<file path="src/rtl/memory_rsp_model_pkg.sv">
// Shared types and constants for the memory response model: back-pressure modes,
// LFSR constants, stall thresholds and event-counter indices.
package memory_rsp_model_pkg;

   typedef enum logic [1:0] {
      BP_NEVER  = 2'd0,
      BP_LIGHT  = 2'd1,
      BP_MEDIUM = 2'd2,
      BP_HEAVY  = 2'd3
   } bp_t;

   localparam logic [15:0] MRM_LFSR_POLY      = 16'hB400;
   localparam logic [15:0] MRM_LFSR_SEED_STEP = 16'h9E37;

   localparam logic [4:0] MRM_THR_LIGHT  = 5'd5;
   localparam logic [4:0] MRM_THR_MEDIUM = 5'd11;
   localparam logic [4:0] MRM_THR_HEAVY  = 5'd12;

   localparam int unsigned MRM_NB_EV     = 6;
   localparam int unsigned MRM_EV_RD_REQ = 0;
   localparam int unsigned MRM_EV_WR_REQ = 1;
   localparam int unsigned MRM_EV_AMO    = 2;
   localparam int unsigned MRM_EV_RD_RSP = 3;
   localparam int unsigned MRM_EV_WR_RSP = 4;
   localparam int unsigned MRM_EV_STALL  = 5;

   // A 4-bit LFSR sample below this threshold means "stall".
   function automatic logic [4:0] mrm_bp_threshold(input bp_t mode);
      logic [4:0] thr;
      case (mode)
         BP_LIGHT:  thr = MRM_THR_LIGHT;
         BP_MEDIUM: thr = MRM_THR_MEDIUM;
         BP_HEAVY:  thr = MRM_THR_HEAVY;
         default:   thr = 5'd0;
      endcase
      return thr;
   endfunction

   function automatic logic [15:0] mrm_lfsr_seed(input logic [15:0] base, input int unsigned ch);
      logic [15:0] s;
      s = base ^ 16'(ch * 32'(MRM_LFSR_SEED_STEP));
      if (s == 16'h0000) s = 16'h0001;
      return s;
   endfunction

endpackage

</file>
<file path="src/rtl/mrm_bp_lfsr.sv">
// Single-channel back-pressure generator: Galois LFSR, mode threshold compare
// and a starvation guard bounding consecutive stall cycles.
module mrm_bp_lfsr
   import memory_rsp_model_pkg::*;
#(
   parameter int unsigned MAX_STALL = 16,
   parameter logic [15:0] SEED      = 16'h0001
) (
   input  logic clk,
   input  logic rst,
   input  bp_t  bp_cfg,
   output logic ready_bp
);

   localparam int unsigned RUN_W = $clog2(MAX_STALL + 1);

   logic [15:0]      lfsr_q, lfsr_d;
   logic [RUN_W-1:0] run_q, run_d;
   logic             ready_d;

   // The run counter includes the current output cycle; reaching MAX_STALL forces a ready.
   always_comb begin
      lfsr_d  = {1'b0, lfsr_q[15:1]} ^ (lfsr_q[0] ? MRM_LFSR_POLY : 16'h0000);
      ready_d = ({1'b0, lfsr_q[3:0]} >= mrm_bp_threshold(bp_cfg));
      run_d   = ready_bp ? '0 : run_q + RUN_W'(1);
      if (run_d == RUN_W'(MAX_STALL)) begin
         ready_d = 1'b1;
         run_d   = '0;
      end
   end

   always_ff @(posedge clk) begin
      if (rst) begin
         lfsr_q   <= SEED;
         run_q    <= '0;
         ready_bp <= 1'b0;
      end else begin
         lfsr_q   <= lfsr_d;
         run_q    <= run_d;
         ready_bp <= ready_d;
      end
   end

endmodule

</file>
<file path="src/rtl/memory_response_bp_counter.sv">
// Multi-channel back-pressure generator and handshake bookkeeper: saturating event
// counters, read/write outstanding-depth trackers and a sticky error flag per channel.
module memory_response_bp_counter
   import memory_rsp_model_pkg::*;
#(
   parameter int unsigned NB_CH       = 4,
   parameter int unsigned CNT_WIDTH   = 32,
   parameter int unsigned OUTST_WIDTH = 8,
   parameter int unsigned MAX_STALL   = 16,
   parameter logic [15:0] LFSR_SEED   = 16'hACE1
) (
   input  logic                         clk,
   input  logic                         rst,
   input  logic [2*NB_CH-1:0]           bp_cfg_i,
   input  logic                         cnt_clr_i,
   input  logic [NB_CH-1:0]             req_valid_i,
   input  logic [NB_CH-1:0]             req_ready_i,
   input  logic [NB_CH-1:0]             req_wrn_i,
   input  logic [NB_CH-1:0]             req_amo_i,
   input  logic [NB_CH-1:0]             rd_res_valid_i,
   input  logic [NB_CH-1:0]             rd_res_ready_i,
   input  logic [NB_CH-1:0]             wr_res_valid_i,
   input  logic [NB_CH-1:0]             wr_res_ready_i,
   output logic [NB_CH-1:0]             req_ready_bp_o,
   output logic [NB_CH*CNT_WIDTH-1:0]   rd_req_cnt_o,
   output logic [NB_CH*CNT_WIDTH-1:0]   wr_req_cnt_o,
   output logic [NB_CH*CNT_WIDTH-1:0]   amo_req_cnt_o,
   output logic [NB_CH*CNT_WIDTH-1:0]   rd_rsp_cnt_o,
   output logic [NB_CH*CNT_WIDTH-1:0]   wr_rsp_cnt_o,
   output logic [NB_CH*CNT_WIDTH-1:0]   stall_cnt_o,
   output logic [NB_CH*OUTST_WIDTH-1:0] rd_outst_o,
   output logic [NB_CH*OUTST_WIDTH-1:0] wr_outst_o,
   output logic [NB_CH-1:0]             err_o
);

   // Returns {error, next depth}; simultaneous inc and dec cancel without error.
   function automatic logic [OUTST_WIDTH:0] outst_step(input logic [OUTST_WIDTH-1:0] cur,
                                                       input logic inc, input logic dec);
      logic [OUTST_WIDTH:0] res;
      res = {1'b0, cur};
      if (inc && !dec) begin
         if (cur == '1) res[OUTST_WIDTH] = 1'b1;
         else           res = {1'b0, cur + OUTST_WIDTH'(1)};
      end else if (dec && !inc) begin
         if (cur == '0) res[OUTST_WIDTH] = 1'b1;
         else           res = {1'b0, cur - OUTST_WIDTH'(1)};
      end
      return res;
   endfunction

   for (genvar c = 0; c < NB_CH; c++) begin : gen_ch
      logic [MRM_NB_EV-1:0] ev;
      logic [CNT_WIDTH-1:0] cnt_q [MRM_NB_EV];
      logic [OUTST_WIDTH-1:0] rd_outst_q, wr_outst_q;
      logic [OUTST_WIDTH:0]   rd_step, wr_step;
      logic                   req_hs, err_q;

      mrm_bp_lfsr #(
         .MAX_STALL (MAX_STALL),
         .SEED      (mrm_lfsr_seed(LFSR_SEED, c))
      ) u_bp (
         .clk      (clk),
         .rst      (rst),
         .bp_cfg   (bp_t'(bp_cfg_i[2*c +: 2])),
         .ready_bp (req_ready_bp_o[c])
      );

      assign req_hs               = req_valid_i[c] & req_ready_i[c];
      assign ev[MRM_EV_RD_REQ]    = req_hs & req_wrn_i[c] & ~req_amo_i[c];
      assign ev[MRM_EV_WR_REQ]    = req_hs & ~req_wrn_i[c] & ~req_amo_i[c];
      assign ev[MRM_EV_AMO]       = req_hs & req_amo_i[c];
      assign ev[MRM_EV_RD_RSP]    = rd_res_valid_i[c] & rd_res_ready_i[c];
      assign ev[MRM_EV_WR_RSP]    = wr_res_valid_i[c] & wr_res_ready_i[c];
      assign ev[MRM_EV_STALL]     = req_valid_i[c] & ~req_ready_i[c];

      // AMO responses come back on the read channel, so AMOs occupy read depth.
      assign rd_step = outst_step(rd_outst_q, ev[MRM_EV_RD_REQ] | ev[MRM_EV_AMO], ev[MRM_EV_RD_RSP]);
      assign wr_step = outst_step(wr_outst_q, ev[MRM_EV_WR_REQ], ev[MRM_EV_WR_RSP]);

      always_ff @(posedge clk) begin
         for (int k = 0; k < MRM_NB_EV; k++) begin
            if (rst || cnt_clr_i)
               cnt_q[k] <= '0;
            else if (ev[k] && cnt_q[k] != '1)
               cnt_q[k] <= cnt_q[k] + CNT_WIDTH'(1);
         end
      end

      // Depth survives a counter clear; only reset discards it.
      always_ff @(posedge clk) begin
         if (rst) begin
            rd_outst_q <= '0;
            wr_outst_q <= '0;
            err_q      <= 1'b0;
         end else begin
            rd_outst_q <= rd_step[OUTST_WIDTH-1:0];
            wr_outst_q <= wr_step[OUTST_WIDTH-1:0];
            if (cnt_clr_i)
               err_q <= 1'b0;
            else if (rd_step[OUTST_WIDTH] || wr_step[OUTST_WIDTH])
               err_q <= 1'b1;
         end
      end

      assign rd_req_cnt_o [c*CNT_WIDTH +: CNT_WIDTH]     = cnt_q[MRM_EV_RD_REQ];
      assign wr_req_cnt_o [c*CNT_WIDTH +: CNT_WIDTH]     = cnt_q[MRM_EV_WR_REQ];
      assign amo_req_cnt_o[c*CNT_WIDTH +: CNT_WIDTH]     = cnt_q[MRM_EV_AMO];
      assign rd_rsp_cnt_o [c*CNT_WIDTH +: CNT_WIDTH]     = cnt_q[MRM_EV_RD_RSP];
      assign wr_rsp_cnt_o [c*CNT_WIDTH +: CNT_WIDTH]     = cnt_q[MRM_EV_WR_RSP];
      assign stall_cnt_o  [c*CNT_WIDTH +: CNT_WIDTH]     = cnt_q[MRM_EV_STALL];
      assign rd_outst_o   [c*OUTST_WIDTH +: OUTST_WIDTH] = rd_outst_q;
      assign wr_outst_o   [c*OUTST_WIDTH +: OUTST_WIDTH] = wr_outst_q;
      assign err_o[c]                                    = err_q;
   end

endmodule

</file>
<file path="config.mk">
export PLATFORM = sky130hd
export DESIGN_NAME = memory_response_bp_counter
export DESIGN_NICKNAME = d
export VERILOG_FILES = /design/src/rtl/memory_rsp_model_pkg.sv /design/src/rtl/mrm_bp_lfsr.sv /design/src/rtl/memory_response_bp_counter.sv
export SDC_FILE = /design/constraint.sdc
export NUM_CORES = 2
export LEC_CHECK = 0
export BUFFER_PORTS_ARGS = -buffer_cell sky130_fd_sc_hd__buf_2
export CORE_AREA = 2 2 345 347
export DETAILED_ROUTE_END_ITERATION = 16
export DIE_AREA = 0 0 347 349
export PLACE_DENSITY = 0.64
export SETUP_SLACK_MARGIN = 0.1
export SYNTH_ARGS = -nofsm -noshare
export SYNTH_HDL_FRONTEND = slang
export SYNTH_HIERARCHICAL = 1
export SYNTH_SLANG_ARGS = --single-unit
</file>
<file path="constraint.sdc">
create_clock -name clk -period 3.9 [get_ports clk]
set_clock_uncertainty 0.2 [all_clocks]
set_input_delay 0.78 -clock clk [delete_from_list [all_inputs] [get_ports clk]]
set_output_delay 0.78 -clock clk [all_outputs]
set_load 0.005 [all_outputs]
</file>
==> flow_summary.ini <==
[grt]
grt_max_degree = 84
grtUsageTotal_pct = 23.6
antenna_found_initial = 7
grt_pass1_wl_um = 226000
grt_pass1_vias = 38000
grt_remaining_overflow = 0

[sta]
rsz0062_at_grt = no
maxSlewViolCount = 0
relSlewSlack_pct = 18.8
finalSetupViolations = 0
timing.final.ws_setup_ps = 563
setup_total_negative_slack_ps = 0
hold_viol = 0
fmax_ghz = 0.300
period_share_pct = 85.6
worst_slew_pin_slew_ps = 1210
period_needed_ps = 3340

[yosys]
yosysMostFrequentCell = nor2_1
async_flop_share_pct = 0
synth_top_cell_area_share_pct = 46.2
syn_inst = 4920
yosys_most_used_dff = edfxtp_1
synth_area_leaders = edfxtp_1 46%, xor2_1 7.3%, nor2_1 7.0%, dfxtp_1 6.3%, xnor2_1 5.5%
syn_area_per_cell_um2 = 10.2
ys_top_cells_by_count = 936 x nor2_1, 768 x edfxtp_1, 416 x xor2_1
yosys_warnings = 6
yosys.cell_types.count = 82
post-synth-top-area-cell = edfxtp_1
syn_area_um2 = 50000
yosysSeqAreaShare_pct = 52.4
synth_seq_cells = 924
synthesis.nets = 5066
synth_edf_count = 768

[setup_path]
endpoint_kind = flip-flop
crit_type = flip-flop to flip-flop
arrival_ps = 3540
r2r-end = gen_ch[0].cnt_q[2][5]
startpoint = gen_ch[0].cnt_q[2][0]
worstPathRequired_ps = 4100
cpMostUsedCell = or3_1
worst-path-max-fanout = 29
rr_worst_depth = 6
slowest_stage = o21bai_2
r2r_slack_ps = 560
start_kind = flip-flop
crit_chain = ha_1 > nand2_1 > or3_1 > or3_1 > o21bai_2 > nor2_1
cp_slowest_stage_delay_ps = 940
rr_startpoint = gen_ch[0].cnt_q[2][0]

[min_path]
min_from = gen_ch[3].u_bp/lfsr_q[10]
hold_end = gen_ch[3].u_bp/lfsr_q[9]
hold_path.class = flip-flop to flip-flop
whs_path_depth = 1

[die]
die_area_um2 = 121000
rows = 126
io_pins = 883
start_util_pct = 42.5
fp.coreArea_um2 = 117000
fp.dieH_um = 349
fp.dieW_um = 347

[power_and_ir_drop]
leakage_nw = 22.7
p_per_area_nw_per_um2 = 423
peakVddDrop_mv = 0.408

[clocking]
cts_sinks = 924
hold_buffers = 0
cts_tree = yes
cts.repair.resized = 0
cts_buffer_depth = 3
path_clk_slew_ps = 60
insertion_delay_ps = 690
htreeDepth = 3
postCtsSetupBuffers = 0
cts_buffers = 103
clk_root_buffer_cell = clkbuf_16

[routing]
vias_per_cell = 5.50
drt_first_pass_iters = 5
drt_iter0_markers = 3014
ant_nets = 0
wl_um = 149000
remaining_drc_errors = 0
routed-via-count = 41000
wl_per_cell_um = 20.0

[layout]
syn2layout_area_growth_pct = 19.4
drive_above_1_share_pct = 20.9
nets = 5973
utilization_pct = 50.8
fin_cells = 7449

[status]
status = finished, final reports clean

[placement]
portBuffers = 882
hpwlAfterDp_um = 111000
dpl.cell_count = 7258
dp_worst_setup_slack_ps = 319
globalplace.congestion = 0.928

[run]
maxCapViolCount = 0
-- sequential cells by signal, summed over array words and instances, names as in the netlist --
| name | count |
|---|---|
| gen_ch.cnt_q | 768 |
| gen_ch.err_q | 4 |
| gen_ch.rd_outst_q | 32 |
| gen_ch.u_bp/lfsr_q | 64 |
| gen_ch.u_bp/ready_bp | 4 |
| gen_ch.u_bp/run_q | 20 |
| gen_ch.wr_outst_q | 32 |
-- through the flow --
| stage | hold WS, ps | total power, mW | instance area, um2 |
|---|---|---|---|
| after global routing | 218 | 26.2 | 59600 |
| final | 206 | 25.2 | 59600 |
| after floorplan | 189 | 14.2 | 50000 |
| after detailed placement | 192 | 15.8 | 56300 |
| after CTS | 207 | 25.4 | 59600 |
| after global placement | 191 | 15.8 | 56300 |
-- placed cells by master (no fill, tap or decap), types with 104 or more instances in the layout --
master	n
nand4_1	236
clkbuf_16	104
xor2_1	416
nor2_1	935
inv_1	145
buf_2	881
xnor2_1	311
edfxtp_1	768
nand2_1	303
dfxtp_1	156
nor3_1	135
and3_1	119
nand3_1	340
-- cell families (layout without fill, tap and decap cells) --
logic type | Yosys count | in the layout | synth area share (%)
fa+ha+maj | 103 | 103 | 2.58
compound gates | 302 | 302 | 3.90
buf+inv | 319 | 1310 | 2.68
mux | 13 | 13 | 0.260
xor+xnor | 727 | 727 | 12.7
other cells | 0 | 2 | 0
flops | 924 | 924 | 52.4
simple gates | 2532 | 2532 | 25.4
-- how the worst max path moves through the flow --
| stage | endpoint | slack, ps |
|---|---|---|
| global route | gen_ch[0].cnt_q[2][4] | 340 |
| finish | gen_ch[0].cnt_q[2][5] | 560 |
| floorplan | gen_ch[0].cnt_q[4][0] | 460 |
| detailed placement | gen_ch[2].wr_outst_q[6] | 320 |
| CTS | gen_ch[0].cnt_q[2][5] | 570 |
| global placement | gen_ch[2].wr_outst_q[0] | 350 |
-- where the power goes --
part / switching, mW / internal, mW / leakage (nW)
Clock: 4.16 / 5.40 / 1.61
Sequential: 0.899 / 11.3 / 9.96
Combinational: 1.98 / 1.46 / 11.1
-- critical path, delay by kind of cell, from the launching register on --
| kind | cells | cell delay (ps) |
|---|---|---|
| AND/OR/NAND/NOR | 4 | 1140 |
| flip-flops | 1 | 450 |
| adder cells (fa/ha/maj) | 1 | 300 |
| AO/OA/AOI/OAI | 1 | 940 |
-- area by class of cell --
type                    instances  area [um2]
fillers                     10800       57800
well taps                    1536        1920
clock inverters                52         467
inverters                     146         548
flip-flops and latches        924       26200
diodes                          2        5.00
multi-input cells            3677       22500
repair buffers                975        5140
clock buffers                 137        2810
-- layer usage --
metal	global-route usage [%]	vias to the layer above	wire, um
met4	10.7	6	7280
met1	30.5	19800	62100
met3	5.14	315	10300
li1	-	19500	-
met2	38.0	1370	69600
met5	0	-	50
Note: power is estimated with default switching activity, not from simulation.
